$ cat config.mk
export PLATFORM = sky130hd
export DESIGN_NAME = cov_add_sym_flat
export DESIGN_NICKNAME = d
export VERILOG_FILES = /design/src/rtl/fp_arith_pkg.sv /design/src/rtl/cov_add_sym_if.sv /design/src/rtl/cov_add_sym.sv /design/src/flat_wrapper.sv
export SDC_FILE = /design/constraint.sdc
export NUM_CORES = 1
export LEC_CHECK = 0
export ABC_AREA = 0
export CELL_PAD_IN_SITES_DETAIL_PLACEMENT = 1
export CELL_PAD_IN_SITES_GLOBAL_PLACEMENT = 1
export CORE_AREA = 2 2 299 301
export CTS_BUF_LIST = sky130_fd_sc_hd__clkbuf_4
export DETAILED_ROUTE_END_ITERATION = 6
export DIE_AREA = 0 0 301 303
export HOLD_SLACK_MARGIN = 0.03
export MAX_ROUTING_LAYER = met4
export PLACE_DENSITY_LB_ADDON = 0.25
export SETUP_SLACK_MARGIN = 0.05
export SLEW_MARGIN = 40
export SYNTH_ARGS = -nofsm -noshare
export SYNTH_HDL_FRONTEND = slang
export SYNTH_SLANG_ARGS = --single-unit
$ cat constraint.sdc
create_clock -name clk -period 14.4 [get_ports clk]
set_input_delay 2.88 -clock clk [delete_from_list [all_inputs] [get_ports clk]]
set_output_delay 2.88 -clock clk [all_outputs]
set_load 0.01 [all_outputs]
$ cat src/rtl/fp_arith_pkg.sv
// Shared fixed-point format for the EKF covariance datapath (Q7.8, 16-bit signed).
package fp_arith_pkg;

    localparam int DATA_WIDTH = 16;
    localparam int FRAC_BITS  = 8;

    localparam logic signed [DATA_WIDTH-1:0] FP_MAX_POS = 16'sh7FFF;
    localparam logic signed [DATA_WIDTH-1:0] FP_MIN_NEG = 16'sh8000;
    localparam logic signed [DATA_WIDTH-1:0] FP_ZERO    = 16'sh0000;

endpackage

$ cat src/rtl/cov_add_sym_if.sv
// Handshake and matrix bus between the covariance adder and its controller.
interface cov_add_sym_if
    import fp_arith_pkg::*;
#(
    parameter int N = 4
);

    logic start;
    logic sub;
    logic done;
    logic busy;
    logic overflow;
    logic signed [DATA_WIDTH-1:0] matrix_a [N][N];
    logic signed [DATA_WIDTH-1:0] matrix_b [N][N];
    logic signed [DATA_WIDTH-1:0] matrix_p [N][N];

    modport master (
        output start, sub, matrix_a, matrix_b,
        input  done, busy, overflow, matrix_p
    );

    modport slave (
        input  start, sub, matrix_a, matrix_b,
        output done, busy, overflow, matrix_p
    );

endinterface

$ cat src/rtl/cov_add_sym.sv
// Element-wise saturating N x N add/subtract for the EKF covariance path.
// Define COV_SYMMETRIZE_EN to average each off-diagonal pair after the add pass.
module cov_add_sym
    import fp_arith_pkg::*;
#(
    parameter int N = 4
) (
    input  logic          clk,
    input  logic          rst_n,
    cov_add_sym_if.slave  bus
);

    localparam int IW = $clog2(N);
    localparam logic [IW-1:0] LAST = IW'(N - 1);
`ifdef COV_SYMMETRIZE_EN
    localparam logic [IW-1:0] LAST_ROW_SYM = IW'(N - 2);
`endif

    localparam logic signed [DATA_WIDTH:0] MAX_W = {FP_MAX_POS[DATA_WIDTH-1], FP_MAX_POS};
    localparam logic signed [DATA_WIDTH:0] MIN_W = {FP_MIN_NEG[DATA_WIDTH-1], FP_MIN_NEG};

    typedef enum logic [1:0] {
        IDLE = 2'd0,
        ADD  = 2'd1,
`ifdef COV_SYMMETRIZE_EN
        SYM  = 2'd2,
`endif
        DONE = 2'd3
    } state_t;

    function automatic logic signed [DATA_WIDTH:0] ext(input logic signed [DATA_WIDTH-1:0] v);
        return {v[DATA_WIDTH-1], v};
    endfunction

    function automatic logic is_sat(input logic signed [DATA_WIDTH:0] x);
        return (x > MAX_W) || (x < MIN_W);
    endfunction

    function automatic logic signed [DATA_WIDTH-1:0] sat(input logic signed [DATA_WIDTH:0] x);
        if (x > MAX_W)
            return FP_MAX_POS;
        else if (x < MIN_W)
            return FP_MIN_NEG;
        else
            return x[DATA_WIDTH-1:0];
    endfunction

`ifdef COV_SYMMETRIZE_EN
    // Floor average: the wide sum plus arithmetic shift always fits back in DATA_WIDTH.
    function automatic logic signed [DATA_WIDTH-1:0] avg2(input logic signed [DATA_WIDTH-1:0] a,
                                                          input logic signed [DATA_WIDTH-1:0] b);
        logic signed [DATA_WIDTH:0] s;
        logic signed [DATA_WIDTH:0] h;
        s = ext(a) + ext(b);
        h = s >>> 1;
        return h[DATA_WIDTH-1:0];
    endfunction
`endif

    state_t          state_q, state_d;
    logic [IW-1:0]   i_q, i_d;
    logic [IW-1:0]   j_q, j_d;
    logic            sub_q;
    logic            done_q;
    logic            busy_q;
    logic            ovf_q;
    logic signed [DATA_WIDTH-1:0] p_q [N][N];
    logic signed [DATA_WIDTH:0]   elem_sum;
`ifdef COV_SYMMETRIZE_EN
    logic signed [DATA_WIDTH-1:0] pair_avg;
`endif

    always_comb begin
        state_d  = state_q;
        i_d      = i_q;
        j_d      = j_q;
        elem_sum = sub_q ? (ext(bus.matrix_a[i_q][j_q]) - ext(bus.matrix_b[i_q][j_q]))
                         : (ext(bus.matrix_a[i_q][j_q]) + ext(bus.matrix_b[i_q][j_q]));
`ifdef COV_SYMMETRIZE_EN
        pair_avg = avg2(p_q[i_q][j_q], p_q[j_q][i_q]);
`endif
        case (state_q)
            IDLE: begin
                if (bus.start) begin
                    state_d = ADD;
                    i_d     = '0;
                    j_d     = '0;
                end
            end
            ADD: begin
                if (j_q == LAST) begin
                    j_d = '0;
                    if (i_q == LAST) begin
`ifdef COV_SYMMETRIZE_EN
                        state_d = SYM;
                        i_d     = '0;
                        j_d     = IW'(1);
`else
                        state_d = DONE;
                        i_d     = '0;
`endif
                    end else begin
                        i_d = i_q + 1'b1;
                    end
                end else begin
                    j_d = j_q + 1'b1;
                end
            end
`ifdef COV_SYMMETRIZE_EN
            // Walk the strict upper triangle; each row restarts just right of the diagonal.
            SYM: begin
                if (j_q == LAST) begin
                    if (i_q == LAST_ROW_SYM) begin
                        state_d = DONE;
                        i_d     = '0;
                        j_d     = '0;
                    end else begin
                        i_d = i_q + 1'b1;
                        j_d = i_q + IW'(2);
                    end
                end else begin
                    j_d = j_q + 1'b1;
                end
            end
`endif
            DONE: begin
                state_d = IDLE;
            end
            default: begin
                state_d = IDLE;
            end
        endcase
    end

    always_ff @(posedge clk or negedge rst_n) begin
        if (!rst_n) begin
            state_q <= IDLE;
            i_q     <= '0;
            j_q     <= '0;
            sub_q   <= 1'b0;
            done_q  <= 1'b0;
            busy_q  <= 1'b0;
            ovf_q   <= 1'b0;
            p_q     <= '{default: FP_ZERO};
        end else begin
            state_q <= state_d;
            i_q     <= i_d;
            j_q     <= j_d;
            done_q  <= (state_q == DONE);
            case (state_q)
                IDLE: begin
                    if (bus.start) begin
                        sub_q  <= bus.sub;
                        ovf_q  <= 1'b0;
                        busy_q <= 1'b1;
                    end
                end
                ADD: begin
                    p_q[i_q][j_q] <= sat(elem_sum);
                    if (is_sat(elem_sum))
                        ovf_q <= 1'b1;
                end
`ifdef COV_SYMMETRIZE_EN
                SYM: begin
                    p_q[i_q][j_q] <= pair_avg;
                    p_q[j_q][i_q] <= pair_avg;
                end
`endif
                DONE: begin
                    busy_q <= 1'b0;
                end
                default: begin
                end
            endcase
        end
    end

    assign bus.done     = done_q;
    assign bus.busy     = busy_q;
    assign bus.overflow = ovf_q;
    assign bus.matrix_p = p_q;

endmodule

$ cat src/flat_wrapper.sv
// flat-port wrapper written by rule: the top's interface ports become plain ports
module cov_add_sym_flat import fp_arith_pkg::*;
#(
    parameter int N = 4
)
  (clk, rst_n, bus_start, bus_sub, bus_matrix_a, bus_matrix_b, bus_done, bus_busy, bus_overflow, bus_matrix_p);
  cov_add_sym_if #(.N(N)) bus_i ();
  input  logic clk;
  input  logic rst_n;
  input wire logic [$bits(bus_i.start)-1:0] bus_start;
  input wire logic [$bits(bus_i.sub)-1:0] bus_sub;
  input wire logic [$bits(bus_i.matrix_a)-1:0] bus_matrix_a;
  input wire logic [$bits(bus_i.matrix_b)-1:0] bus_matrix_b;
  output wire logic [$bits(bus_i.done)-1:0] bus_done;
  output wire logic [$bits(bus_i.busy)-1:0] bus_busy;
  output wire logic [$bits(bus_i.overflow)-1:0] bus_overflow;
  output wire logic [$bits(bus_i.matrix_p)-1:0] bus_matrix_p;
  assign bus_i.start = bus_start;
  assign bus_i.sub = bus_sub;
  assign bus_i.matrix_a = {>>{bus_matrix_a}};
  assign bus_i.matrix_b = {>>{bus_matrix_b}};
  assign bus_done = bus_i.done;
  assign bus_busy = bus_i.busy;
  assign bus_overflow = bus_i.overflow;
  assign bus_matrix_p = {>>{bus_i.matrix_p}};
  cov_add_sym #(.N(N)) u_core (.clk(clk), .rst_n(rst_n), .bus(bus_i));
endmodule
==> summary.txt, run 1 <==
Run
  – Max-cap viol count: 0

Die
  – # rows: 109
  – Die area: 0.0912 sq mm
  – DIE HEIGHT: 303 microns
  – Die X: 301 microns
  – Placeable Area: 0.0880 sq mm
  – Initial Util: 17.6%
  – Num ports: 775

GRT
  – Total gr overflow: 0
  – First-pass GRT wire length: 139000 microns
  – Vias in the first global route: 16.6k
  – Most used routing layer in global routing: met2
  – Pin count of the biggest net entering global routing: 144
  – GRT Total Usage: 23.3%
  – Initial antenna violation count: 66
  – Met3 Track Usage GR: 5.00%
  – M1 GR Usage: 23.7%
  – M2 GR Usage: 39.9%

Setup path
  – Worst Setup End Kind: register
  – Crit path max-delay family: buffers and inverters
  – CP max-delay cell: clkdlybuf4s50_1
  – CP startpoint: bus_matrix_b[81]
  – R2r endpoint: u_core.bus.matrix_p[98]
  – End of the critical path: u_core.bus.matrix_p[98]
  – Crit path depth: 19
  – Slowest stage delay, CP: 0.70 ns
  – Critical path cell sequence: clkdlybuf4s50_1 -> mux4_2 -> mux4_2 -> nor3_1 -> a31o_2 -> a41oi_1 -> xnor2_1 -> ha_1 -> a21oi_1 -> o21ai_0 -> or3_1 -> o2111ai_1 -> nand3b_1 -> a22o_1 -> buf_4 -> a21oi_4 -> buf_4 -> buf_6 -> o31ai_1
  – Crit Path Max Fanout: 103
  – CP startpoint kind: primary input
  – WS Path Type: primary input to register
  – WP buf/inv: 4
  – Cell depth of the worst flop-to-flop path: 19
  – WP data required: 15.01 ns
  – Reg-to-reg slack, setup: 6.68 ns
  – R2r startpoint: u_core.i_q[1]
  – Arrival time at the worst endpoint: 9.39 ns

STA
  – Final count of pins violating max slew: 0
  – Least-Margin Pin Slew: 0.894 ns
  – Final hold violations: 0
  – Final setup margin: 5.62 ns
  – Max Clock Freq: 114 MHz
  – Post-route minimum period: 8.78 ns
  – Unrepaired setup endpoints after global routing: no
  – Final setup vio count: 0
  – Setup TNS: 0 ns
  – Final period util: 61.0%
  – Slew headroom: 40.4%
  – Clk_skew: 0.0734 ns

Layout
  – Fin util: 29.4%
  – Layout Nets: 2633
  – Fillers: 9820
  – Cell area after layout: 0.0258 sq mm
  – Area delta synth->final: 66.4%
  – Multi-input logic area: 0.00822 sq mm
  – Sequential Area: 0.00666 sq mm
  – Share of post-route cells with drive strength above 1: 17.0%

CTS
  – Worst skew pair latency: 0.82 ns
  – Clock tree buffer depth: 3
  – Post_cts resized: 0
  – Num CTS Buffers: 76
  – H-tree levels: 3
  – CTS tree: built
  – Post-CTS Hold Fix Bufs: 0
  – CTS Sinks: 266
  – Root Driver: clkbuf_4
  – Clk pin slew, worst setup/hold paths: 0.06 ns
  – Post CTS Setup Buffer Count: 0

Worst hold path
  – Hold Crit Class: register to register

Route
  – Remaining DRCs: 0
  – Detailed-route via count: 15.3k
  – Via/cell ratio: 4.57
  – Routed Antenna Nets: 0
  – Drt first-iter violations: 864
  – Iteration count of the initial detailed-routing pass: 5
  – WL final: 106000 microns
  – DR WL/cell: 31.8 microns

Synth
  – Most used flip-flop cell after synthesis: dfrtp_1
  – Fraction of registers with async set/reset: 100%
  – Top cells by area, synth: dfrtp_1, mux4_2, o31ai_1
  – Synthesized area: 0.0155 sq mm
  – Synth warnings: 0
  – Post-Syn Nets: 1861
  – Syn avg cell area: 11.8 sq um
  – Post-synthesis cell type count: 62
  – #FFs+latches synth: 266
  – Post-synth EDFFs: 0
  – Post-synth top area share: 42.9%
  – Sequential share of the synthesized area: 42.9%
  – Mapped Cells: 1319
  – Area leader, netlist: dfrtp_1

Placement
  – Pre-CTS WS: 4.97 ns
  – Placed Instance Area: 0.0247 sq mm
  – Routability cong.: 0.913
  – Post-DP HPWL: 88700 microns
  – # port buffers: 774

Outcome
  – Status: finished clean
cell usage after synthesis, types with 2 or more instances:
cell	count
buf_2	29
nand2_1	278
xnor2_1	23
a31oi_2	3
ha_1	25
and2_1	3
xor2_1	3
nor2b_1	5
o21a_1	5
dfrtp_1	266
nor3_1	2
o21ai_0	31
a221oi_1	2
nand2b_1	5
a31oi_4	10
nor2_1	19
o31ai_2	4
mux2_2	2
mux4_2	149
a22o_1	5
a21o_1	3
nor3b_1	2
buf_6	7
buf_4	14
a41oi_1	2
clkbuf_1	74
a21oi_1	19
and3_1	2
buf_1	10
o31ai_1	238
a31oi_1	2
inv_1	15
a22oi_1	16
nand3_1	16
or3_1	3
how the worst min path moves through the flow:
stage	from	to	slack (ns)	depth (start not counted)
after floorplan	u_core.state_q[1]	u_core.bus.busy	0.50	1
after global placement	u_core.bus.matrix_p[87]	u_core.bus.matrix_p[87]	0.46	2
after detailed placement	u_core.bus.matrix_p[208]	u_core.bus.matrix_p[208]	0.47	2
after CTS	u_core.bus.matrix_p[208]	u_core.bus.matrix_p[208]	0.48	2
after global routing	u_core.bus.matrix_p[1]	u_core.bus.matrix_p[1]	0.49	2
final	u_core.bus.matrix_p[1]	u_core.bus.matrix_p[1]	0.47	2
cell type report:
type / instances / share of cell area [%]
multi-input cells: 902 / 31.8
clock buffers: 112 / 3.26
flip-flops and latches: 266 / 25.8
inverters: 16 / 0.233
repair buffers: 829 / 32.4
well taps: 1165 / 5.65
clock inverters: 14 / 0.397
diodes: 40 / 0.388
registers in the layout (all words and copies together), names as in the netlist:
register             cells
u_core.bus.matrix_p    256
u_core.i_q               2
u_core.j_q               2
u_core.state_q           2
u_core.bus.busy          1
u_core.bus.done          1
u_core.bus.overflow      1
u_core.sub_q             1
logic make-up after synthesis:
logic type | count (synthesis) | share of synthesized area, %
and+or+nand+nor | 344 | 9.08
xor gates and xnor gates | 27 | 1.61
buffers and inverters | 151 | 4.64
DFF | 266 | 42.9
AOI/OAI and AO/OA | 354 | 17.9
muxes | 151 | 21.8
adders and majority gates | 26 | 2.14
worst min-delay path, stage by stage, from the launching register on:
cell     delay (ns)
dfrtp_1        0.34
nand2_1        0.05
o31ai_1        0.05
layer usage:
| metal | share of wire [%] | vias up | wire (microns) |
|---|---|---|---|
| met5 | 0 | - | 0 |
| met4 | 6.9 | 0 | 7320 |
| li1 | - | 6691 | - |
| met1 | 35 | 7710 | 37700 |
| met2 | 52 | 672 | 55800 |
| met3 | 5.2 | 204 | 5530 |
stage by stage:
step	hold slack, ns	std cells
3_3_place_gp	0.461	3155
6_report	0.473	3344
3_5_place_dp	0.466	3177
2_1_floorplan	0.496	1319
4_1_cts	0.480	3303
5_1_grt	0.487	3343
cell usage in the layout (no fill, tap or decap), types with 6 or more instances in the layout:
cell type	n
a21oi_1	19
a22oi_1	16
a31oi_4	13
buf_4	28
buf_6	6
buf_8	19
clkbuf_4	112
clkdlybuf4s50_1	773
clkinv_1	6
dfrtp_1	264
diode_2	40
ha_1	25
inv_1	15
mux4_2	149
nand2_1	278
nand3_1	13
nor2_1	19
o21ai_0	31
o31ai_1	237
xnor2_1	22
Power of run 1 is left out: the tool's default activity adds up to more than one toggle a clock period on the data nets, which glitch-free logic cannot reach.
==> inputs of run 2 (changes only) <==
CORE_AREA = 2 2 304 306   (was 2 2 299 301)
DIE_AREA = 0 0 306 308   (was 0 0 301 303)
clock period = 9.2 ns   (was 14.4 ns; I/O delays follow)
==> summary.txt, run 2 (synthesis gave the netlist of run 1 again) <==
Outcome
  – Status: finished clean (unchanged)

Route
  – Iteration count of the initial detailed-routing pass: 5 (unchanged)
  – Wire length on met3: 5170 microns (was 5530 microns)
  – Via/cell ratio: 4.56 (was 4.57)
  – DR WL/cell: 33.7 microns (was 31.8 microns)
  – Drt first-iter violations: 940 (was 864)
  – Metal-1 WL: 43000 microns (was 37700 microns)
  – WL final: 113000 microns (was 106000 microns)
  – DR WL met2: 59800 microns (was 55800 microns)
  – Routed Antenna Nets: 0 (unchanged)
  – Remaining DRCs: 0 (unchanged)
  – Detailed-route via count: 15.3k (about the same)
  – DR top layer: met4 (unchanged)

GRT
  – First-pass GRT wire length: 148000 microns (was 139000 microns)
  – Pin count of the biggest net entering global routing: 155 (was 144)
  – GRT Total Usage: 24.1% (was 23.3%)
  – Initial antenna violation count: 63 (was 66)
  – Vias in the first global route: 16.5k (was 16.6k)
  – Total gr overflow: 0 (unchanged)

Layout
  – Largest register FFs: 256 (unchanged)
  – Fillers: 10.2k (was 9820)
  – Most common cell after layout, fill and taps aside: clkdlybuf4s50_1 (unchanged)
  – Commonest non-fill, non-tap cells in the layout: clkdlybuf4s50_1, nand2_1, dfrtp_1 (unchanged)
  – Area delta synth->final: 66.6% (was 66.4%)
  – Layout Nets: 2638 (was 2633)
  – Share of post-route cells with drive strength above 1: 16.8% (was 17.0%)

Die
  – Die X: 306 microns (was 301 microns)
  – Num ports: 775 (unchanged)
  – Initial Util: 17.1% (was 17.6%)
  – Die area: 0.0942 sq mm (was 0.0912 sq mm)
  – Placeable Area: 0.0910 sq mm (was 0.0880 sq mm)
  – DIE HEIGHT: 308 microns (was 303 microns)
  – # rows: 111 (was 109)

CTS
  – Clk pin slew, worst setup/hold paths: 0.05 ns (was 0.06 ns)
  – CTS Sinks: 266 (unchanged)
  – H-tree levels: 3 (unchanged)
  – Num CTS Buffers: 77 (was 76)
  – Post_cts resized: 0 (unchanged)
  – Clock tree buffer depth: 3 (unchanged)
  – Post CTS Setup Buffer Count: 0 (unchanged)
  – Post-CTS Hold Fix Bufs: 0 (unchanged)
  – Root Driver: clkbuf_4 (unchanged)
  – Worst skew pair latency: 0.82 ns (about the same)
  – CTS tree: built (unchanged)

STA
  – Final hold violations: 0 (unchanged)
  – Final setup vio count: 0 (unchanged)
  – Setup TNS: 0 ns (unchanged)
  – Max Clock Freq: 140 MHz
  – Post-route minimum period: 7.16 ns
  – Least-Margin Pin Slew: 0.795 ns (was 0.894 ns)
  – Final count of pins violating max slew: 0 (unchanged)
  – Unrepaired setup endpoints after global routing: no (unchanged)
  – Slew headroom: 46.5% (was 40.4%)
  – Final period util: 77.8%
  – Clk_skew: 0.0498 ns (was 0.0734 ns)

Run
  – Max-cap viol count: 0 (unchanged)

Setup path
  – Worst Setup End Kind: register (unchanged)
  – WP data required: 9.81 ns (was 15.01 ns)
  – Arrival time at the worst endpoint: 7.76 ns (was 9.39 ns)
  – WS Path Type: primary input to register (unchanged)
  – Crit Path Max Fanout: 154 (was 103)
  – CP startpoint kind: primary input (unchanged)

Placement
  – Routability cong.: 0.984 (was 0.913)
  – Post-DP HPWL: 95300 microns (was 88700 microns)
  – # port buffers: 774 (unchanged)

Worst hold path
  – Hold Crit Class: register to register (unchanged)
## run 2: layout make-up
class	count	area, sq um	share of cell area, %
repair buffers	833	8420	32.6
multi-input cells	902	8200	31.7
flip-flops and latches	266	6660	25.8
well taps	1186	1480	5.74
clock buffers	113	848	3.28
clock inverters	20	121	0.469
inverters	16	60.1	0.232
diodes	20	50.0	0.194
## run 2: routing by layer
| layer | global-route usage, % | up-vias |
|---|---|---|
| li1 | - | 6687 |
| met1 | 26.3 | 7803 |
| met2 | 43.1 | 666 |
| met3 | 3.90 | 152 |
| met4 | 10.9 | 0 |
| met5 | - | - |
## run 2: critical path, stage by stage
cell and delay (ns):
clkdlybuf4s50_1 0.68, mux4_2 0.59, mux4_2 0.55, nor3_1 0.41
a31o_2 0.30, a41oi_1 0.13, xnor2_1 0.18, ha_1 0.35
a21oi_1 0.20, o21ai_0 0.12, or3_1 0.34, o2111ai_1 0.26
nand3b_1 0.18, a22o_1 0.21, buf_4 0.28, a21oi_4 0.25
buf_12 0.50, o31ai_1 0.17
## run 2: worst paths after layout
kind / cells after the start / to / slack [ns] / start
min in group asynchronous: 1 / u_core.bus.matrix_p[155] / 0.98 / rst_n
worst max-delay path: 18 / u_core.bus.matrix_p[222] / 2.04 / bus_matrix_b[1]
worst max register to register: 18 / u_core.bus.matrix_p[222] / 2.41 / u_core.i_q[0]
worst min-delay path: 2 / u_core.bus.matrix_p[211] / 0.48 / u_core.bus.matrix_p[211]
worst min register to register: 2 / u_core.bus.matrix_p[211] / 0.48 / u_core.bus.matrix_p[211]
max in group asynchronous: 2 / u_core.bus.matrix_p[105] / 7.03 / rst_n
## run 2: per-stage QoR
step / hold WS [ns] / instances / setup slack [ns] / instance area, sq um / util (%)
after global placement: 0.460 / 3182 / 1.15 / 24500 / 26.9
after detailed placement: 0.467 / 3203 / 1.29 / 24800 / 27.3
after global routing: 0.488 / 3354 / 1.82 / 25800 / 28.4
after CTS: 0.481 / 3336 / 2.17 / 25800 / 28.4
final: 0.477 / 3356 / 2.04 / 25900 / 28.4
after floorplan: 0.496 / 1319 / 2.47 / 15500 / -
Power of run 2 is left out for the same reason.
==> inputs of run 3 (changes only) <==
CORE_AREA = 2 2 302 304   (was 2 2 304 306)
DIE_AREA = 0 0 304 306   (was 0 0 306 308)
clock period = 5.8 ns   (was 9.2 ns; I/O delays follow)
==> summary.txt, run 3 (synthesis gave the netlist of run 1 again) <==
Outcome
  – Status: finished clean (unchanged)

Route
  – Iteration count of the initial detailed-routing pass: 5 (unchanged)
  – Drt first-iter violations: 820 (was 940)
  – Remaining DRCs: 0 (unchanged)
  – Via/cell ratio: 4.52 (was 4.56)
  – WL final: 112000 microns (was 113000 microns)
  – Detailed-route via count: 15.8k (was 15.3k)
  – Routed Antenna Nets: 0 (unchanged)
  – DR WL/cell: 31.9 microns (was 33.7 microns)

Setup path
  – Slowest stage delay, CP: 0.55 ns (was 0.68 ns)
  – Crit path max-delay family: compound AO/OA/AOI/OAI gates (unchanged)
  – Worst Setup End Kind: register (unchanged)
  – CP max-delay cell: mux4_2 (was clkdlybuf4s50_1)
  – Critical path cell sequence: clkdlybuf4s50_1 -> mux4_2 -> mux4_2 -> nor3_1 -> buf_4 -> a31o_2 -> a41oi_1 -> xnor2_1 -> ha_1 -> a21oi_1 -> o21ai_0 -> or3_1 -> o2111ai_1 -> a21bo_2 -> nand4_2 -> a21oi_4 -> buf_4 -> buf_12 -> buf_12 -> o31ai_1 (was clkdlybuf4s50_1 -> mux4_2 -> mux4_2 -> nor3_1 -> a31o_2 -> a41oi_1 -> xnor2_1 -> ha_1 -> a21oi_1 -> o21ai_0 -> or3_1 -> o2111ai_1 -> nand3b_1 -> a22o_1 -> buf_4 -> a21oi_4 -> buf_12 -> o31ai_1)
  – WS Path Type: primary input to register (unchanged)
  – Crit Path Max Fanout: 28 (was 154)
  – WP data required: 6.42 ns (was 9.81 ns)
  – CP startpoint kind: primary input (unchanged)
  – Reg-to-reg slack, setup: 0.28 ns (was 2.41 ns)
  – Arrival time at the worst endpoint: 6.32 ns (was 7.76 ns)
  – WP buf/inv: 5 (was 3)

Layout
  – Largest register FFs: 256 (unchanged)
  – Fillers: 9974 (was 10.2k)
  – Share of post-route cells with drive strength above 1: 22.2% (was 16.8%)
  – Commonest non-fill, non-tap cells in the layout: clkdlybuf4s50_1, nand2_1, dfrtp_1 (unchanged)
  – Cell area after layout: 0.0272 sq mm (was 0.0259 sq mm)
  – Most common cell after layout, fill and taps aside: clkdlybuf4s50_1 (unchanged)
  – Layout Nets: 2769 (was 2638)
  – Area delta synth->final: 75.0% (was 66.6%)

CTS
  – H-tree levels: 3 (unchanged)
  – Clk pin slew, worst setup/hold paths: 0.07 ns (was 0.05 ns)
  – Clock tree buffer depth: 3 (unchanged)
  – Num CTS Buffers: 76 (was 77)
  – Root Driver: clkbuf_4 (unchanged)
  – Post-CTS Hold Fix Bufs: 0 (unchanged)
  – CTS tree: built (unchanged)
  – Worst skew pair latency: 0.77 ns (was 0.82 ns)
  – CTS Sinks: 266 (unchanged)

Die
  – Num ports: 775 (unchanged)
  – Die X: 304 microns (was 306 microns)
  – DIE HEIGHT: 306 microns (was 308 microns)
  – Die area: 0.0930 sq mm (was 0.0942 sq mm)
  – Placeable Area: 0.0896 sq mm (was 0.0910 sq mm)
  – Initial Util: 17.3% (was 17.1%)
  – # rows: 110 (was 111)

Worst hold path
  – Hold Crit Class: primary input to asynchronous set/reset pin (was register to register)

Placement
  – Placed Instance Area: 0.0259 sq mm (was 0.0248 sq mm)
  – Post-DP HPWL: 95300 microns (about the same)
  – # port buffers: 774 (unchanged)
  – Pre-CTS WS: -0.931 ns (was 1.29 ns)
  – Routability cong.: 1.02 (was 0.984)

STA
  – Final period util: 98.3%
  – Max Clock Freq: 175 MHz
  – Least-Margin Pin Slew: 0.851 ns (was 0.795 ns)
  – Final hold violations: 0 (unchanged)
  – Slew headroom: 43.0% (was 46.5%)
  – Final setup margin: 0.0992 ns (was 2.04 ns)
  – Post-route minimum period: 5.70 ns
  – Setup TNS: 0 ns (unchanged)
  – Final setup vio count: 0 (unchanged)
  – Unrepaired setup endpoints after global routing: yes (was no)
  – Hold WS: 0.302 ns (was 0.477 ns)
  – Final count of pins violating max slew: 0 (unchanged)
  – Clk_skew: 0.0432 ns (was 0.0498 ns)

GRT
  – GRT Total Usage: 24.1% (about the same)
  – Total gr overflow: 0 (unchanged)
  – Pin count of the biggest net entering global routing: 100 (was 155)
  – Vias in the first global route: 17.1k (was 16.5k)
  – First-pass GRT wire length: 148000 microns (about the same)
  – Initial antenna violation count: 66 (was 63)

Run
  – Max-cap viol count: 0 (unchanged)
==> run 3: metal layers <==
layer | GRT usage [%] | vias to the layer above | routed length [microns]
met5 | - | - | 0
met4 | 14.7 | 0 | 6270
met3 | 3.62 | 215 | 4680
met2 | 41.7 | 697 | 58600
met1 | 26.1 | 7940 | 42100
li1 | - | 6963 | -
==> run 3: path summary, 6_finish.rpt <==
kind	startpoint	to	depth (start not counted)
min reg2reg	u_core.bus.matrix_p[136]	u_core.bus.matrix_p[136]	2
min in group clk	u_core.bus.matrix_p[136]	u_core.bus.matrix_p[136]	2
max reg2reg	u_core.i_q[0]	u_core.bus.matrix_p[107]	20
max in group asynchronous	rst_n	u_core.bus.matrix_p[65]	2
min	rst_n	u_core.bus.matrix_p[36]	1
max	bus_matrix_b[81]	u_core.bus.matrix_p[107]	20
==> run 3: cell type report <==
cell class	count	area (sq um)	area share, %
repair buffers	965	9680	35.6
multi-input cells	902	8250	30.4
flip-flops and latches	266	6660	24.5
well taps	1176	1470	5.42
clock buffers	112	841	3.10
clock inverters	22	101	0.373
diodes	38	95.1	0.350
inverters	16	60.1	0.221
==> run 3: metrics by stage <==
stage,instances,util (%)
after floorplan,1319,-
after global placement,3303,28.9
after detailed placement,3304,28.9
after CTS,3442,30.0
after global routing,3494,30.3
final,3497,30.3
==> run 3: repair_timing <==
item,4_1_cts,5_1_grt
gates resized for setup,4,10
pin swaps,3,2
setup buffers,4,17
setup endpoints to repair,225,236
Power of run 3 is left out for the same reason.
